### config.mk
export PLATFORM = sky130hd
export DESIGN_NAME = mem_master
export DESIGN_NICKNAME = d
export VERILOG_FILES = /design/src/rtl/mem_pkg.sv /design/src/rtl/mem_master.sv
export SDC_FILE = /design/constraint.sdc
export NUM_CORES = 1
export LEC_CHECK = 0
export BUFFER_PORTS_ARGS = -buffer_cell sky130_fd_sc_hd__buf_2
export CORE_ASPECT_RATIO = 0.7
export CORE_MARGIN = 5
export CORE_UTILIZATION = 45
export DETAILED_ROUTE_END_ITERATION = 8
export PLACE_DENSITY = 0.72
export SYNTH_ARGS = -nofsm -noshare
export SYNTH_HDL_FRONTEND = slang
export SYNTH_SLANG_ARGS = --single-unit
### constraint.sdc
create_clock -name clk -period 2.15 [get_ports clk]
set_input_delay 0.645 -clock clk [delete_from_list [all_inputs] [get_ports clk]]
set_output_delay 0.645 -clock clk [all_outputs]
set_load 0.01 [all_outputs]
### src/rtl/mem_pkg.sv
// Bus command encodings and master FSM states, shared by master and responder.
package mem_pkg;

  typedef enum logic [1:0] {
    CMD_NOP   = 2'b00,
    CMD_WRITE = 2'b01,
    CMD_READ  = 2'b10
  } mem_cmd_e;

  typedef enum logic [2:0] {
    IDLE,
    WRITE,
    RD_ADDR,
    RD_DATA,
    RESP
  } state_e;

endpackage

### src/rtl/mem_master.sv
// Single-request bus master: one-beat writes, 1..16-beat incrementing read bursts
// against a responder whose read data lags READ/address by one cycle.
module mem_master
  import mem_pkg::*;
#(
  parameter int ADDR_W = 9,
  parameter int DATA_W = 16
) (
  input  logic              clk,
  input  logic              reset,
  input  logic              req_valid,
  output logic              req_ready,
  input  logic              req_write,
  input  logic [ADDR_W-1:0] req_addr,
  input  logic [DATA_W-1:0] req_wdata,
  input  logic [3:0]        req_len,
  output logic              rsp_valid,
  input  logic              rsp_ready,
  output logic [DATA_W-1:0] rsp_rdata,
  output logic              rsp_last,
  output logic [1:0]        mem_cmd,
  output logic [ADDR_W-1:0] mem_addr,
  output logic [DATA_W-1:0] din,
  input  logic [DATA_W-1:0] mem_data,
  output logic              busy
);

  localparam logic [ADDR_W-1:0] ADDR_STEP = {{(ADDR_W-1){1'b0}}, 1'b1};

  state_e   state;
  mem_cmd_e cmd;
  logic [3:0] len_q;
  logic [3:0] beat;

  assign mem_cmd   = cmd;
  assign busy      = (state != IDLE);
  assign req_ready = (state == IDLE) && !reset;

  // mem_addr doubles as the burst's current address and din as the latched write data.
  always_ff @(posedge clk or posedge reset) begin
    if (reset) begin
      state     <= IDLE;
      cmd       <= CMD_NOP;
      mem_addr  <= '0;
      din       <= '0;
      rsp_valid <= 1'b0;
      rsp_last  <= 1'b0;
      rsp_rdata <= '0;
      len_q     <= '0;
      beat      <= '0;
    end else begin
      case (state)
        IDLE: begin
          if (req_valid) begin
            mem_addr <= req_addr;
            len_q    <= req_len;
            beat     <= '0;
            if (req_write) begin
              cmd   <= CMD_WRITE;
              din   <= req_wdata;
              state <= WRITE;
            end else begin
              cmd   <= CMD_READ;
              state <= RD_ADDR;
            end
          end
        end
        WRITE: begin
          cmd   <= CMD_NOP;
          din   <= '0;
          state <= IDLE;
        end
        RD_ADDR: begin
          state <= RD_DATA;
        end
        RD_DATA: begin
          rsp_rdata <= mem_data;
          rsp_valid <= 1'b1;
          rsp_last  <= (beat == len_q);
          cmd       <= CMD_NOP;
          state     <= RESP;
        end
        RESP: begin
          if (rsp_ready) begin
            rsp_valid <= 1'b0;
            rsp_last  <= 1'b0;
            if (rsp_last) begin
              state <= IDLE;
            end else begin
              mem_addr <= mem_addr + ADDR_STEP;
              beat     <= beat + 4'd1;
              cmd      <= CMD_READ;
              state    <= RD_ADDR;
            end
          end
        end
        default: begin
          cmd   <= CMD_NOP;
          state <= IDLE;
        end
      endcase
    end
  end

endmodule

Yosys cells after proc, flatten, opt, wreduce, memory -nomap -nowiden
Index checks and enable logic that the tools add are counted.
{ "word_totals": {"register_bits": 56, "inputBits": 50, "output_inout_bits": 47} }
{ "op_classes": {"add_sub_neg": 2, "n_eq_ne": 9, "n_mux": 24, "bitwise": 1, "reduce_logical": 13} }
{ "op_table": {"columns": ["op", "n"], "rows": [
  ["16-bit two-way mux", 2],
  ["16-bit case mux with 2 select lines", 1],
  ["9-bit two-way mux", 3],
  ["9-bit case mux with 2 select lines", 1],
  ["2-bit two-way mux", 6],
  ["4-bit two-way mux", 3],
  ["3-bit case mux with 4 select lines", 1],
  ["9-bit by 1-bit adder with 9-bit output (second input constant)", 1],
  ["2-bit != test (second input constant)", 4],
  ["4-bit case mux with 2 select lines", 1],
  ["4-bit AND reduction", 2],
  ["3-bit by 2-bit == test with 1-bit output (second input constant)", 2],
  ["3-bit two-way mux", 2],
  ["2-bit case mux with 3 select lines", 1],
  ["2-bit AND reduction", 3],
  ["2-bit nonzero test", 3],
  ["4-bit by 1-bit adder with 4-bit output (second input constant)", 1],
  ["4-bit == test", 1],
  ["1-bit case mux with 2 select lines", 2],
  ["3-bit by 1-bit == test with 1-bit output (second input constant)", 1],
  ["3-bit == test (second input constant)", 1],
  ["3-bit logical NOT", 1],
  ["3-bit AND reduction", 1],
  ["3-bit nonzero test", 1],
  ["4 further kinds", 4]
]} }

Logic depth before layout (Yosys ltp)
{ "logic_depth": {"depth_word": 4, "ltp_mapped": 7} }

Worst setup path after synthesis
OpenSTA, ideal clock, no wires.
{ "synth_path": {"kind": "register -> output", "startpoint": "register state[2]", "endpoint": "output port req_ready", "arrival_time_ns": 1.057, "required_time_ns": 1.505, "slack_ns": 0.448, "path_stages_with_launch": 5, "path_buffers": 1, "cell_sequence": "dfrtp_1 buf_4 nor3_2 inv_1 nor2_1"} }
{ "synth_via": {"elab_chain_len": 2} }
{ "synth_rtl": {"columns": ["item", "line", "text"], "rows": [
  ["start, declared", "mem_master.sv:30", "state_e state;"],
  ["start signal, assigned", "mem_master.sv:42", "state <= IDLE;"],
  ["start signal, assigned", "mem_master.sv:61", "state <= WRITE;"],
  ["start signal, assigned", "mem_master.sv:64", "state <= RD_ADDR;"],
  ["3-bit logical NOT", "mem_master.sv:37", "assign req_ready = (state == IDLE) && !reset;"],
  ["1-bit logical AND", "mem_master.sv:37", null],
  ["end, declared", "mem_master.sv:12", "output logic req_ready,"]
]} }
Every way passes these cells.

Worst setup path after layout
Ends and elaborated chain as after synthesis.

==> results_tabular.tex <==
\begin{tabular}{lr}
\hline
Metric & Value \\
\hline
\multicolumn{2}{l}{\textbf{Synthesis}} \\
Post-synthesis share of cell area spent on xor and xnor gates & 0.01376 \\
Dominant combinational cell family by area after synthesis & simple AND/OR/NAND/NOR gates \\
Synthesized area & 2546 um\^{}2 \\
Sequential share of the synthesized area & 0.5504 \\
Unique cell type count in the Yosys netlist & 39 \\
Post-synthesis compound-gate area fraction & 0.1096 \\
Most used DFF post-synth & sky130\_fd\_sc\_hd\_\_dfrtp\_1 \\
Register bit count reported by yosys & 56 \\
Syn\_area\_per\_cell & 10.35 um\^{}2 \\
Net count after synthesis & 298 \\
Adder-Cell Fraction of Synth Area & 0.009828 \\
Fraction of synthesis flops using an asynchronous set or reset pin & 1.000 \\
Multiplexer area fraction after synthesis & 0.08845 \\
Number of warnings printed during yosys synthesis & 0 \\
Number of enable flip-flop cells after synthesis & 0 \\
Simple-gate share of the synthesized area & 0.1966 \\
Mapped Cells & between 200 and 250 \\
\multicolumn{2}{l}{\textbf{Drt}} \\
Drt pass-1 iters & 4 \\
Met2 WL & 2625 um \\
Via count & 2104 \\
ANT nets after route & 0 \\
Post-route DRC & 0 \\
Uppermost layer routed & met4 \\
Total Wirelength & between 5000 and 6000 um \\
Number of vias per cell after detailed routing & 5.021 \\
Drt first-iter violations & 89 \\
Wl on met1 & 2827 um \\
Total met3 wirelength after detailed routing & around 400 um \\
Average wire length per cell after detail routing & about 14 um \\
\multicolumn{2}{l}{\textbf{Job}} \\
Number of maximum-capacitance constraint violations & 0 \\
\multicolumn{2}{l}{\textbf{Clock tree}} \\
Setup Fix Bufs, Post-CTS & 0 \\
TritonCTS clock tree & yes \\
Resized cells post-CTS & 0 \\
Cts bufs inserted & 5 \\
Clock network latency to the later pin of the worst-skew pair & 0.31 ns \\
Number of clock sinks & 56 \\
Cell chosen for the clock root & sky130\_fd\_sc\_hd\_\_clkbuf\_8 \\
Maximum level of the CTS H-tree & 2 \\
CTS Buffer Depth & 2 \\
Clock-pin slew of the registers on the worst-case setup and hold paths & 0.10 ns \\
Count of hold buffers inserted by post-cts repair & 0 \\
\multicolumn{2}{l}{\textbf{Pwr}} \\
Worst supply voltage drop on vdd & 0.7261 mV \\
Cell leakage power & $\sim$1.6 nW \\
Power density cells & 1413 nW/um\^{}2 \\
\multicolumn{2}{l}{\textbf{Worst setup path}} \\
Maximum fanout encountered on the critical timing path & 12 \\
Required time of the worst setup path & around 1.5 ns \\
Reg-to-reg endpoint & din[6]\$\_DFFE\_PP0P\_ \\
Worst Reg2Reg Path Length in Cells & 4 \\
Critical register-to-register path startpoint & state[0]\$\_DFFE\_PP0P\_ \\
Arrival time of the worst setup path & approximately 1.4 ns \\
Setup slack of the worst register-to-register path & about 0.38 ns \\
Worst Setup End Kind & output pin \\
Nature of the critical path startpoint & register \\
Kind of critical path & register to output pin \\
\multicolumn{2}{l}{\textbf{GRT}} \\
Antenna violations before repair & 0 \\
Overall global routing resource usage & 0.1650 \\
Number of global-route vias before repair & 1957 \\
Largest net degree at the start of global routing & 27 \\
First-pass GRT wire length & roughly 9500 um \\
Grt ovf & 0 \\
\multicolumn{2}{l}{\textbf{Cells and area}} \\
Final cell count without fillers & 419 \\
Total inserted antenna cells & 0 \\
Nets & 398 \\
Fraction of the core area covered by cells at the end of the flow & 0.6002 \\
Layout cell share with drive strength beyond 1 & 0.3977 \\
Area of all placed cells without fillers & roughly 3200 um\^{}2 \\
P\&R area growth vs syn & 26.54\% \\
\multicolumn{2}{l}{\textbf{Placement}} \\
Number of placed cells counting well taps & between 400 and 500 \\
Quantity of I/O buffers inserted on ports & 96 \\
Detailed-placement wirelength estimate & 4541 um \\
Final weighted congestion of routability-driven global placement & 0.7598 \\
Placed Instance Area & 3115 um\^{}2 \\
\multicolumn{2}{l}{\textbf{Die}} \\
Die height & between 70 and 80 um \\
Area enclosed by the die boundary & 7287 um\^{}2 \\
Core area & 5368 um\^{}2 \\
Initial core utilization & 0.4744 \\
Width of the chip & 99.91 um \\
Total number of placement rows & 22 \\
Boundary pin count & 97 \\
\multicolumn{2}{l}{\textbf{Timing}} \\
Final sum of negative setup slack & 0 ns \\
Clock Skews & 0.006803 ns \\
Fin crit share & 0.9272 \\
Maximum clock frequency & about 0.5 GHz \\
Final hold vios & 0 \\
Max-slew headroom at the worst pin & 0.3350 \\
Final setup vio count & 0 \\
Worst hold slack after final layout & 0.2684 ns \\
Final min period & 1.993 ns \\
Tightest Pin Transition & between 0.9 and 1 ns \\
RSZ-0062 raised after global routing & false \\
Number of slew-limit violations in the final report & 0 \\
\multicolumn{2}{l}{\textbf{Min path}} \\
Class of the most critical hold timing path & primary input to asynchronous set/reset pin \\
\multicolumn{2}{l}{\textbf{Status}} \\
Run status & completed \\
\hline
\end{tabular}
-- cells in the mapped netlist, types with 2 or more instances --
library cell	number	area [um^2]
sky130_fd_sc_hd__o21ai_1	11	55.05
sky130_fd_sc_hd__nor3_2	2	20.02
sky130_fd_sc_hd__o21ai_0	4	20.02
sky130_fd_sc_hd__nand2_1	51	191.4
sky130_fd_sc_hd__clkbuf_1	2	7.510
sky130_fd_sc_hd__dfrtp_1	56	1401
sky130_fd_sc_hd__o21a_1	3	22.52
sky130_fd_sc_hd__nand3_1	24	120.1
sky130_fd_sc_hd__ha_1	2	25.02
sky130_fd_sc_hd__a211oi_1	2	15.01
sky130_fd_sc_hd__a21oi_1	13	65.06
sky130_fd_sc_hd__nor2_1	7	26.28
sky130_fd_sc_hd__o22ai_1	5	31.28
sky130_fd_sc_hd__and2_1	2	12.51
sky130_fd_sc_hd__xnor2_1	4	35.03
sky130_fd_sc_hd__nor2b_1	2	12.51
sky130_fd_sc_hd__nand2b_1	4	25.02
sky130_fd_sc_hd__buf_4	2	15.01
sky130_fd_sc_hd__and3_1	2	12.51
sky130_fd_sc_hd__inv_1	3	11.26
sky130_fd_sc_hd__mux2_1	4	45.04
sky130_fd_sc_hd__a2bb2oi_1	3	26.28
sky130_fd_sc_hd__buf_2	7	35.03
sky130_fd_sc_hd__mux2_2	16	180.2
-- placed cells by master, fill, tap and decap left out, drive strengths merged, types with 3 or more instances in the layout --
cell type	Yosys	final
a21oi	14	14
a2bb2oi	3	3
and2	3	3
buf	10	105
clkbuf	2	6
dfrtp	56	56
inv	3	3
mux2	20	20
nand2	51	51
nand2b	4	4
nand3	25	25
nor2	7	7
nor3	3	3
o21a	3	3
o21ai	15	15
o22ai	5	5
xnor2	4	4
-- final cells by class --
| type | instances | area (um^2) |
|---|---|---|
| tap | 72 | 90.09 |
| multi-input combinational | 175 | 1071 |
| inverter | 3 | 11.26 |
| clock buffer | 6 | 82.58 |
| fill | 475 | 2146 |
| clock inverter | 2 | 15.01 |
| timing repair buffer | 105 | 548.0 |
| sequential | 56 | 1404 |
-- metal layers --
metal | vias to the layer above | global-route usage
met3 | 5 | 0.04680
met5 | - | 0
met2 | 57 | 0.2387
met4 | 0 | 0.05455
li1 | 1056 | -
met1 | 986 | 0.2379
-- worst max path at each step --
stage / depth (start not counted) / endpoint / startpoint
floorplan: 1 / beat[0]$_DFFE_PP0P_ / reset
global route: 4 / req_ready / state[0]$_DFFE_PP0P_
global placement: 5 / din[4]$_DFFE_PP0P_ / req_write
finish: 4 / req_ready / state[2]$_DFFE_PP0P_
CTS: 4 / req_ready / state[1]$_DFFE_PP0P_
detailed placement: 5 / din[7]$_DFFE_PP0P_ / req_write
-- sequential cells by signal, indices dropped and copies added (netlist names) --
signal     cells
beat           4
rsp_last       1
rsp_valid      1
len_q          4
din           16
rsp_rdata     16
mem_cmd        2
mem_addr       9
state          3
-- through the flow --
stage	power, mW	worst slack, ns
6_report	4.552	0.1566
5_1_grt	4.936	0.02779
4_1_cts	4.597	0.04486
3_5_place_dp	3.989	0.2189
3_3_place_gp	3.919	0.2125
2_1_floorplan	3.220	0.1337
-- power by group --
part / internal, mW / switching (mW) / leakage, nW / total (mW)
sequential: 1.54 / 0.393 / 0.676 / 1.94
combinational: 0.926 / 1.09 / 0.865 / 2.01
clock: 0.261 / 0.340 / 0.0434 / 0.601
-- worst max-delay path: stages (launching register included) --
cell	delay (ns)
sky130_fd_sc_hd__dfrtp_2	0.50
sky130_fd_sc_hd__nor3_4	0.25
sky130_fd_sc_hd__inv_1	0.08
sky130_fd_sc_hd__nor2_1	0.08
sky130_fd_sc_hd__buf_2	0.13
-- kinds of logic (layout without fill, tap and decap cells) --
logic type / after synthesis / in the layout
simple gates: 103 / 103
flops: 56 / 56
compound gates: 46 / 46
mux: 20 / 20
buf+inv: 15 / 116
xor+xnor: 4 / 4
fa+ha+maj: 2 / 2
No activity file was read; power rests on OpenSTA's default activity.
